===== config.mk =====
export PLATFORM = sky130hd
export DESIGN_NAME = sccb_write_master_flat
export DESIGN_NICKNAME = d
export VERILOG_FILES = /design/src/rtl/sccb_write_master_if.sv /design/src/rtl/sccb_write_master.sv /design/src/flat_wrapper.sv
export SDC_FILE = /design/constraint.sdc
export NUM_CORES = 1
export LEC_CHECK = 0
export ABC_AREA = 1
export CORE_MARGIN = 2
export CORE_UTILIZATION = 30
export DETAILED_ROUTE_END_ITERATION = 10
export SETUP_SLACK_MARGIN = 0.15
export SLEW_MARGIN = 30
export SYNTH_ARGS = -nofsm -noshare
export SYNTH_HDL_FRONTEND = slang
export SYNTH_SLANG_ARGS = --single-unit

===== constraint.sdc =====
create_clock -name i_xclk -period 2.2 [get_ports i_xclk]
set_input_delay 0.55 -clock i_xclk [delete_from_list [all_inputs] [get_ports i_xclk]]
set_output_delay 0.55 -clock i_xclk [all_outputs]
set_load 0.02 [all_outputs]

===== src/rtl/sccb_write_master_if.sv =====
// Request/status and open-drain bus bundle between the register sequencer and
// the SCCB write engine; slave is the engine side.
interface sccb_write_master_if;
  logic       start;
  logic [7:0] reg_addr;
  logic [7:0] reg_data;
  logic       sda_in;
  logic       busy;
  logic       done;
  logic       ack_err;
  logic       scl_oe;
  logic       sda_oe;

  modport master (
    output start, reg_addr, reg_data, sda_in,
    input  busy, done, ack_err, scl_oe, sda_oe
  );

  modport slave (
    input  start, reg_addr, reg_data, sda_in,
    output busy, done, ack_err, scl_oe, sda_oe
  );
endinterface


===== src/rtl/sccb_write_master.sv =====
// SCCB 3-phase write engine: START, DEV_ADDR, reg_addr, reg_data (each with ACK
// slot), STOP, on open-drain enables. Every phase is four quarter-SCL periods.
module sccb_write_master #(
  parameter int         QTR_CYCLES = 60,
  parameter logic [7:0] DEV_ADDR   = 8'h42
) (
  input logic               i_xclk,
  input logic               i_reset,
  sccb_write_master_if.slave bus
);

  localparam int            CW      = (QTR_CYCLES > 2) ? $clog2(QTR_CYCLES) : 1;
  localparam logic [CW-1:0] CNT_MAX = CW'(QTR_CYCLES - 1);

  typedef enum logic [2:0] {
    S_IDLE  = 3'd0,
    S_START = 3'd1,
    S_BIT   = 3'd2,
    S_ACK   = 3'd3,
    S_STOP  = 3'd4,
    S_DONE  = 3'd5
  } state_t;

  state_t        r_state;
  logic [1:0]    r_qtr;
  logic [CW-1:0] r_cnt;
  logic [1:0]    r_byte_idx;
  logic [2:0]    r_bit_idx;
  logic [7:0]    r_addr;
  logic [7:0]    r_data;
  logic          r_ack_err;
  logic          r_busy;
  logic          r_done;
  logic          r_scl_oe;
  logic          r_sda_oe;

  state_t        w_state_nxt;
  logic [1:0]    w_qtr_nxt;
  logic [CW-1:0] w_cnt_nxt;
  logic [1:0]    w_byte_nxt;
  logic [2:0]    w_bit_nxt;
  logic          w_ack_err_nxt;
  logic          w_accept;
  logic          w_tick;
  logic          w_busy_nxt;
  logic          w_done_nxt;
  logic          w_scl_nxt;
  logic          w_sda_nxt;
  logic [7:0]    w_tx_byte;
  logic          w_tx_bit;

  assign w_tick = (r_cnt == CNT_MAX);

  // State register; bus outputs are registered from the next-state decode.
  always_ff @(posedge i_xclk) begin
    if (i_reset) begin
      r_state    <= S_IDLE;
      r_qtr      <= 2'd0;
      r_cnt      <= '0;
      r_byte_idx <= 2'd0;
      r_bit_idx  <= 3'd7;
      r_addr     <= 8'h00;
      r_data     <= 8'h00;
      r_ack_err  <= 1'b0;
      r_busy     <= 1'b0;
      r_done     <= 1'b0;
      r_scl_oe   <= 1'b0;
      r_sda_oe   <= 1'b0;
    end else begin
      r_state    <= w_state_nxt;
      r_qtr      <= w_qtr_nxt;
      r_cnt      <= w_cnt_nxt;
      r_byte_idx <= w_byte_nxt;
      r_bit_idx  <= w_bit_nxt;
      r_ack_err  <= w_ack_err_nxt;
      r_busy     <= w_busy_nxt;
      r_done     <= w_done_nxt;
      r_scl_oe   <= w_scl_nxt;
      r_sda_oe   <= w_sda_nxt;
      if (w_accept) begin
        r_addr <= bus.reg_addr;
        r_data <= bus.reg_data;
      end else begin
        r_addr <= r_addr;
        r_data <= r_data;
      end
    end
  end

  // Next-state: the 2-bit quarter index wraps 3->0 on its own at phase ends.
  always_comb begin
    w_state_nxt   = r_state;
    w_qtr_nxt     = r_qtr;
    w_byte_nxt    = r_byte_idx;
    w_bit_nxt     = r_bit_idx;
    w_ack_err_nxt = r_ack_err;
    w_accept      = 1'b0;
    w_cnt_nxt     = '0;

    if ((r_state == S_IDLE) || (r_state == S_DONE) || w_tick) begin
      w_cnt_nxt = '0;
    end else begin
      w_cnt_nxt = r_cnt + CW'(1);
    end

    case (r_state)
      S_IDLE: begin
        if (bus.start) begin
          w_accept      = 1'b1;
          w_state_nxt   = S_START;
          w_qtr_nxt     = 2'd0;
          w_byte_nxt    = 2'd0;
          w_bit_nxt     = 3'd7;
          w_ack_err_nxt = 1'b0;
        end else begin
          w_state_nxt = S_IDLE;
        end
      end
      S_START: begin
        if (w_tick) begin
          w_qtr_nxt = r_qtr + 2'd1;
          if (r_qtr == 2'd3) begin
            w_state_nxt = S_BIT;
          end else begin
            w_state_nxt = S_START;
          end
        end else begin
          w_state_nxt = S_START;
        end
      end
      S_BIT: begin
        if (w_tick && (r_qtr == 2'd3)) begin
          w_qtr_nxt = 2'd0;
          if (r_bit_idx == 3'd0) begin
            w_state_nxt = S_ACK;
          end else begin
            w_bit_nxt = r_bit_idx - 3'd1;
          end
        end else if (w_tick) begin
          w_qtr_nxt = r_qtr + 2'd1;
        end else begin
          w_state_nxt = S_BIT;
        end
      end
      S_ACK: begin
        // A set ack_err here can only come from this byte's slot: earlier NACKs aborted.
        if (w_tick && (r_qtr == 2'd2)) begin
          w_qtr_nxt = 2'd3;
          if (bus.sda_in) begin
            w_ack_err_nxt = 1'b1;
          end else begin
            w_ack_err_nxt = r_ack_err;
          end
        end else if (w_tick && (r_qtr == 2'd3)) begin
          w_qtr_nxt = 2'd0;
          if (r_ack_err || (r_byte_idx == 2'd2)) begin
            w_state_nxt = S_STOP;
          end else begin
            w_state_nxt = S_BIT;
            w_byte_nxt  = r_byte_idx + 2'd1;
            w_bit_nxt   = 3'd7;
          end
        end else if (w_tick) begin
          w_qtr_nxt = r_qtr + 2'd1;
        end else begin
          w_state_nxt = S_ACK;
        end
      end
      S_STOP: begin
        if (w_tick) begin
          w_qtr_nxt = r_qtr + 2'd1;
          if (r_qtr == 2'd3) begin
            w_state_nxt = S_DONE;
          end else begin
            w_state_nxt = S_STOP;
          end
        end else begin
          w_state_nxt = S_STOP;
        end
      end
      S_DONE: begin
        w_state_nxt = S_IDLE;
        w_qtr_nxt   = 2'd0;
      end
      default: begin
        w_state_nxt = S_IDLE;
        w_qtr_nxt   = 2'd0;
      end
    endcase
  end

  // Output decode from the upcoming state so the pins change with the state itself.
  always_comb begin
    w_busy_nxt = 1'b0;
    w_done_nxt = 1'b0;
    w_scl_nxt  = 1'b0;
    w_sda_nxt  = 1'b0;

    case (w_byte_nxt)
      2'd0:    w_tx_byte = DEV_ADDR;
      2'd1:    w_tx_byte = r_addr;
      default: w_tx_byte = r_data;
    endcase
    w_tx_bit = w_tx_byte[w_bit_nxt];

    case (w_state_nxt)
      S_IDLE: begin
        w_busy_nxt = 1'b0;
      end
      S_START: begin
        w_busy_nxt = 1'b1;
        w_sda_nxt  = (w_qtr_nxt != 2'd0);
      end
      S_BIT: begin
        w_busy_nxt = 1'b1;
        w_scl_nxt  = ~w_qtr_nxt[1];
        w_sda_nxt  = ~w_tx_bit;
      end
      S_ACK: begin
        w_busy_nxt = 1'b1;
        w_scl_nxt  = ~w_qtr_nxt[1];
      end
      S_STOP: begin
        w_busy_nxt = 1'b1;
        w_scl_nxt  = (w_qtr_nxt == 2'd0);
        w_sda_nxt  = ~w_qtr_nxt[1];
      end
      S_DONE: begin
        w_done_nxt = 1'b1;
      end
      default: begin
        w_busy_nxt = 1'b0;
      end
    endcase
  end

  assign bus.busy    = r_busy;
  assign bus.done    = r_done;
  assign bus.ack_err = r_ack_err;
  assign bus.scl_oe  = r_scl_oe;
  assign bus.sda_oe  = r_sda_oe;

endmodule


===== src/flat_wrapper.sv =====
// flat-port wrapper written by rule: the top's interface ports become plain ports
module sccb_write_master_flat 
#(
  parameter int         QTR_CYCLES = 60,
  parameter logic [7:0] DEV_ADDR   = 8'h42
)
  (i_xclk, i_reset, bus_start, bus_reg_addr, bus_reg_data, bus_sda_in, bus_busy, bus_done, bus_ack_err, bus_scl_oe, bus_sda_oe);
  sccb_write_master_if bus_i ();
  input logic i_xclk;
  input logic i_reset;
  input wire logic [$bits(bus_i.start)-1:0] bus_start;
  input wire logic [$bits(bus_i.reg_addr)-1:0] bus_reg_addr;
  input wire logic [$bits(bus_i.reg_data)-1:0] bus_reg_data;
  input wire logic [$bits(bus_i.sda_in)-1:0] bus_sda_in;
  output wire logic [$bits(bus_i.busy)-1:0] bus_busy;
  output wire logic [$bits(bus_i.done)-1:0] bus_done;
  output wire logic [$bits(bus_i.ack_err)-1:0] bus_ack_err;
  output wire logic [$bits(bus_i.scl_oe)-1:0] bus_scl_oe;
  output wire logic [$bits(bus_i.sda_oe)-1:0] bus_sda_oe;
  assign bus_i.start = bus_start;
  assign bus_i.reg_addr = bus_reg_addr;
  assign bus_i.reg_data = bus_reg_data;
  assign bus_i.sda_in = bus_sda_in;
  assign bus_busy = bus_i.busy;
  assign bus_done = bus_i.done;
  assign bus_ack_err = bus_i.ack_err;
  assign bus_scl_oe = bus_i.scl_oe;
  assign bus_sda_oe = bus_i.sda_oe;
  sccb_write_master #(.QTR_CYCLES(QTR_CYCLES), .DEV_ADDR(DEV_ADDR)) u_core (.i_xclk(i_xclk), .i_reset(i_reset), .bus(bus_i));
endmodule

==> flow_summary.json <==
{
  "status": "complete, no violations",
  "synth_most_common_cell": "nand2_1",
  "power.total_uw": 1530,
  "max_slew_margin": 0.605,
  "cp-end-kind": "flop",
  "num_io_pins": 25,
  "area_growth_syn_to_layout_pct": 33.8,
  "drtPass1Iterations": 4,
  "final_nets": 359,
  "grt_max_degree": 23,
  "maxCapViolCount": 0,
  "async_flop_share": 0,
  "slowest_delay_ps": 360,
  "cp.required_ps": 2430,
  "clk-insertion-delay-late_ps": 290,
  "utilization": 0.421,
  "routed_via_density": 4.66,
  "start_util": 0.315,
  "die_area_mm2": 0.00741,
  "rsz0062_at_grt": "true",
  "drt-initial-drc-count": 124,
  "worst-path-max-fanout": 8,
  "cts_tree": "yes",
  "row_count": 29,
  "synthTopCellsByArea": "dfxtp_1 (37%), nand2_1 (16%), nand3_1 (6.9%), inv_1 (6.5%), a21oi_1 (5.7%)",
  "crit_chain": "inv_2 -> ha_4 -> inv_2 -> nand2_4 -> nor2_4 -> nand3_4 -> nand3_2 -> nand2_4 -> nor2_8 -> nand2_1 -> nand2_1 -> nand2_1 -> nand3_1 -> nand3_1 -> nand2_1 -> nand2_1 -> a21oi_2",
  "rr_worst_depth": 17,
  "finalSetupTns_ps": 0,
  "gp_congestion": 0.864,
  "syn_nets": 316,
  "num_vias": 1916,
  "die_width_um": 86.1,
  "design.core.area_mm2": 0.00642,
  "multi_input_area_mm2": 0.00121,
  "seq_area_frac_synth": 0.366,
  "grt_usage": 0.132,
  "htreeDepth": 2,
  "synthFlopType": "dfxtp_1",
  "syn-mean-instance-area_um2": 6.97,
  "path_common_cell": "nand2_1",
  "hold_depth": 1,
  "final_hold_viol_count": 0,
  "hold_buffers": 0,
  "nFillCells": 669,
  "synth.distinct_cells": 34,
  "ant_nets": 0,
  "clockBufferDepth": 2,
  "power.leakage_uw": 0.00112,
  "fin_crit_sh": 0.896,
  "postSynthCellCount": 290,
  "hold_class": "flop to flop",
  "ys_seq_elements": 37,
  "crit_cells": 17,
  "clk_pin_slew_ps": 70,
  "max_freq_mhz": 508,
  "routed_wl_um": 4660,
  "slowest_stage": "dfxtp_2",
  "synth_top_area_share": 0.366,
  "arrival_ps": 2200,
  "critPathKind": "flop to flop",
  "clock_skew_ps": 5.40,
  "overflow": 0,
  "tightest_slew_ps": 592,
  "antenna_found_initial": 0,
  "setup_violations": 0,
  "cts_buffers": 5,
  "path_buf_inv": 2,
  "fp.dieH_um": 86.1,
  "clock_sinks": 37,
  "hpwl_um": 3490,
  "yosys.area.top_type": "dfxtp_1",
  "slew_viol_final": 0,
  "peakVddDrop_v": 0.000428,
  "period_minus_slack_ps": 1970,
  "port_buffers": 24,
  "cp-start-kind": "flop",
  "ys_warn_count": 0,
  "n_antenna_cell": 0,
  "seqCellArea_um2": 749,
  "grt_pass1_vias": 1815,
  "synth-edff-count": 0,
  "powerDensity_mw_per_mm2": 567,
  "routedWlPerCell_um": 11.3,
  "drc_errors": 0,
  "crit_family": "simple AND/OR/NAND/NOR gates",
  "synth_common_cells": "nand2_1 (84), dfxtp_1 (37), inv_1 (35)",
  "grt_pass1_wl_um": 7840,
  "synth_area_mm2": 0.00202,
  "drive_gt1_frac": 0.216,
  "cts_root_buf": "clkbuf_8"
}
metal layers:
| metal | up-vias | routed length, um | part of all wire | global-route usage |
|---|---|---|---|---|
| li1 | 1025 | - | - | - |
| met1 | 862 | 2310 | 0.50 | 0.179 |
| met2 | 23 | 2150 | 0.46 | 0.204 |
| met3 | 6 | 119 | 0.026 | 0.0231 |
| met4 | 0 | 78 | 0.017 | 0.0592 |
| met5 | - | 0 | 0 | 0 |
power by group:
group,switching [uW],internal [uW]
clock network,231,369
logic,119,94.2
registers,19.9,700
cells in the final DEF, fill, tap and decap left out, types with 2 or more instances in the layout:
| master | count |
|---|---|
| nand2_1 | 81 |
| inv_1 | 32 |
| dfxtp_1 | 30 |
| nand3_1 | 25 |
| clkdlybuf4s50_1 | 23 |
| a21oi_1 | 22 |
| nor2_1 | 19 |
| buf_4 | 17 |
| dfxtp_2 | 7 |
| o21ai_0 | 6 |
| clkbuf_8 | 6 |
| inv_2 | 5 |
| nand2_4 | 5 |
| nor2_4 | 4 |
| nor2_2 | 4 |
| nand2_2 | 4 |
| nand3_4 | 3 |
| o211ai_1 | 3 |
| o21ai_1 | 3 |
| nand4_1 | 3 |
| nand3_2 | 3 |
| ha_4 | 3 |
| or2_2 | 2 |
| a31oi_1 | 2 |
| xor2_1 | 2 |
| o2111ai_1 | 2 |
| a21oi_2 | 2 |
| ha_1 | 2 |
worst paths after layout:
check / start / end / slack (ps)
worst max register to register: u_core.r_qtr[0] / u_core.bus.sda_oe / 230
worst min register to register: u_core.r_cnt[0] / u_core.r_cnt[0] / 440
worst min-delay path: u_core.r_cnt[0] / u_core.r_cnt[0] / 440
worst max-delay path: u_core.r_qtr[0] / u_core.bus.sda_oe / 230
flip-flops by register name (all words and copies together) (netlist names):
| register | flops |
|---|---|
| u_core.bus.ack_err | 1 |
| u_core.bus.busy | 1 |
| u_core.bus.done | 1 |
| u_core.bus.scl_oe | 1 |
| u_core.bus.sda_oe | 1 |
| u_core.r_addr | 8 |
| u_core.r_bit_idx | 3 |
| u_core.r_byte_idx | 2 |
| u_core.r_cnt | 6 |
| u_core.r_data | 8 |
| u_core.r_qtr | 2 |
| u_core.r_state | 3 |
repair_timing:
action | CTS | global route
pin swaps | 5 | 15
setup buffers | 3 | 6
gates resized for setup | 9 | 28
setup endpoints to repair | 2 | 2
area by class of cell:
type / count / area share
inverter: 38 / 0.0546
tap: 77 / 0.0356
clock buffer: 7 / 0.0319
timing repair buffer: 42 / 0.141
multi-input combinational: 209 / 0.449
sequential: 37 / 0.277
clock inverter: 1 / 0.0111
logic make-up (layout without fill, tap and decap cells):
group,Yosys count,in the layout,synth area share
and+or+nand+nor,156,156,0.361
AOI/OAI and AO/OA,44,44,0.135
buffers and inverters,44,88,0.0879
DFF,37,37,0.366
adders and majority gates,6,6,0.0371
xor gates and xnor gates,3,3,0.0130
through the flow:
step / cells / setup WS (ps) / hold WS [ps] / area (um2)
3_5_place_dp: 394 / -79.5 / 440 / 2400
5_1_grt: 411 / 11.7 / 459 / 2710
3_3_place_gp: 394 / -90.0 / 433 / 2400
4_1_cts: 405 / 150 / 421 / 2560
2_1_floorplan: 290 / 337 / 418 / 2020
6_report: 411 / 230 / 440 / 2710
Note: power is estimated with default switching activity, not from simulation.
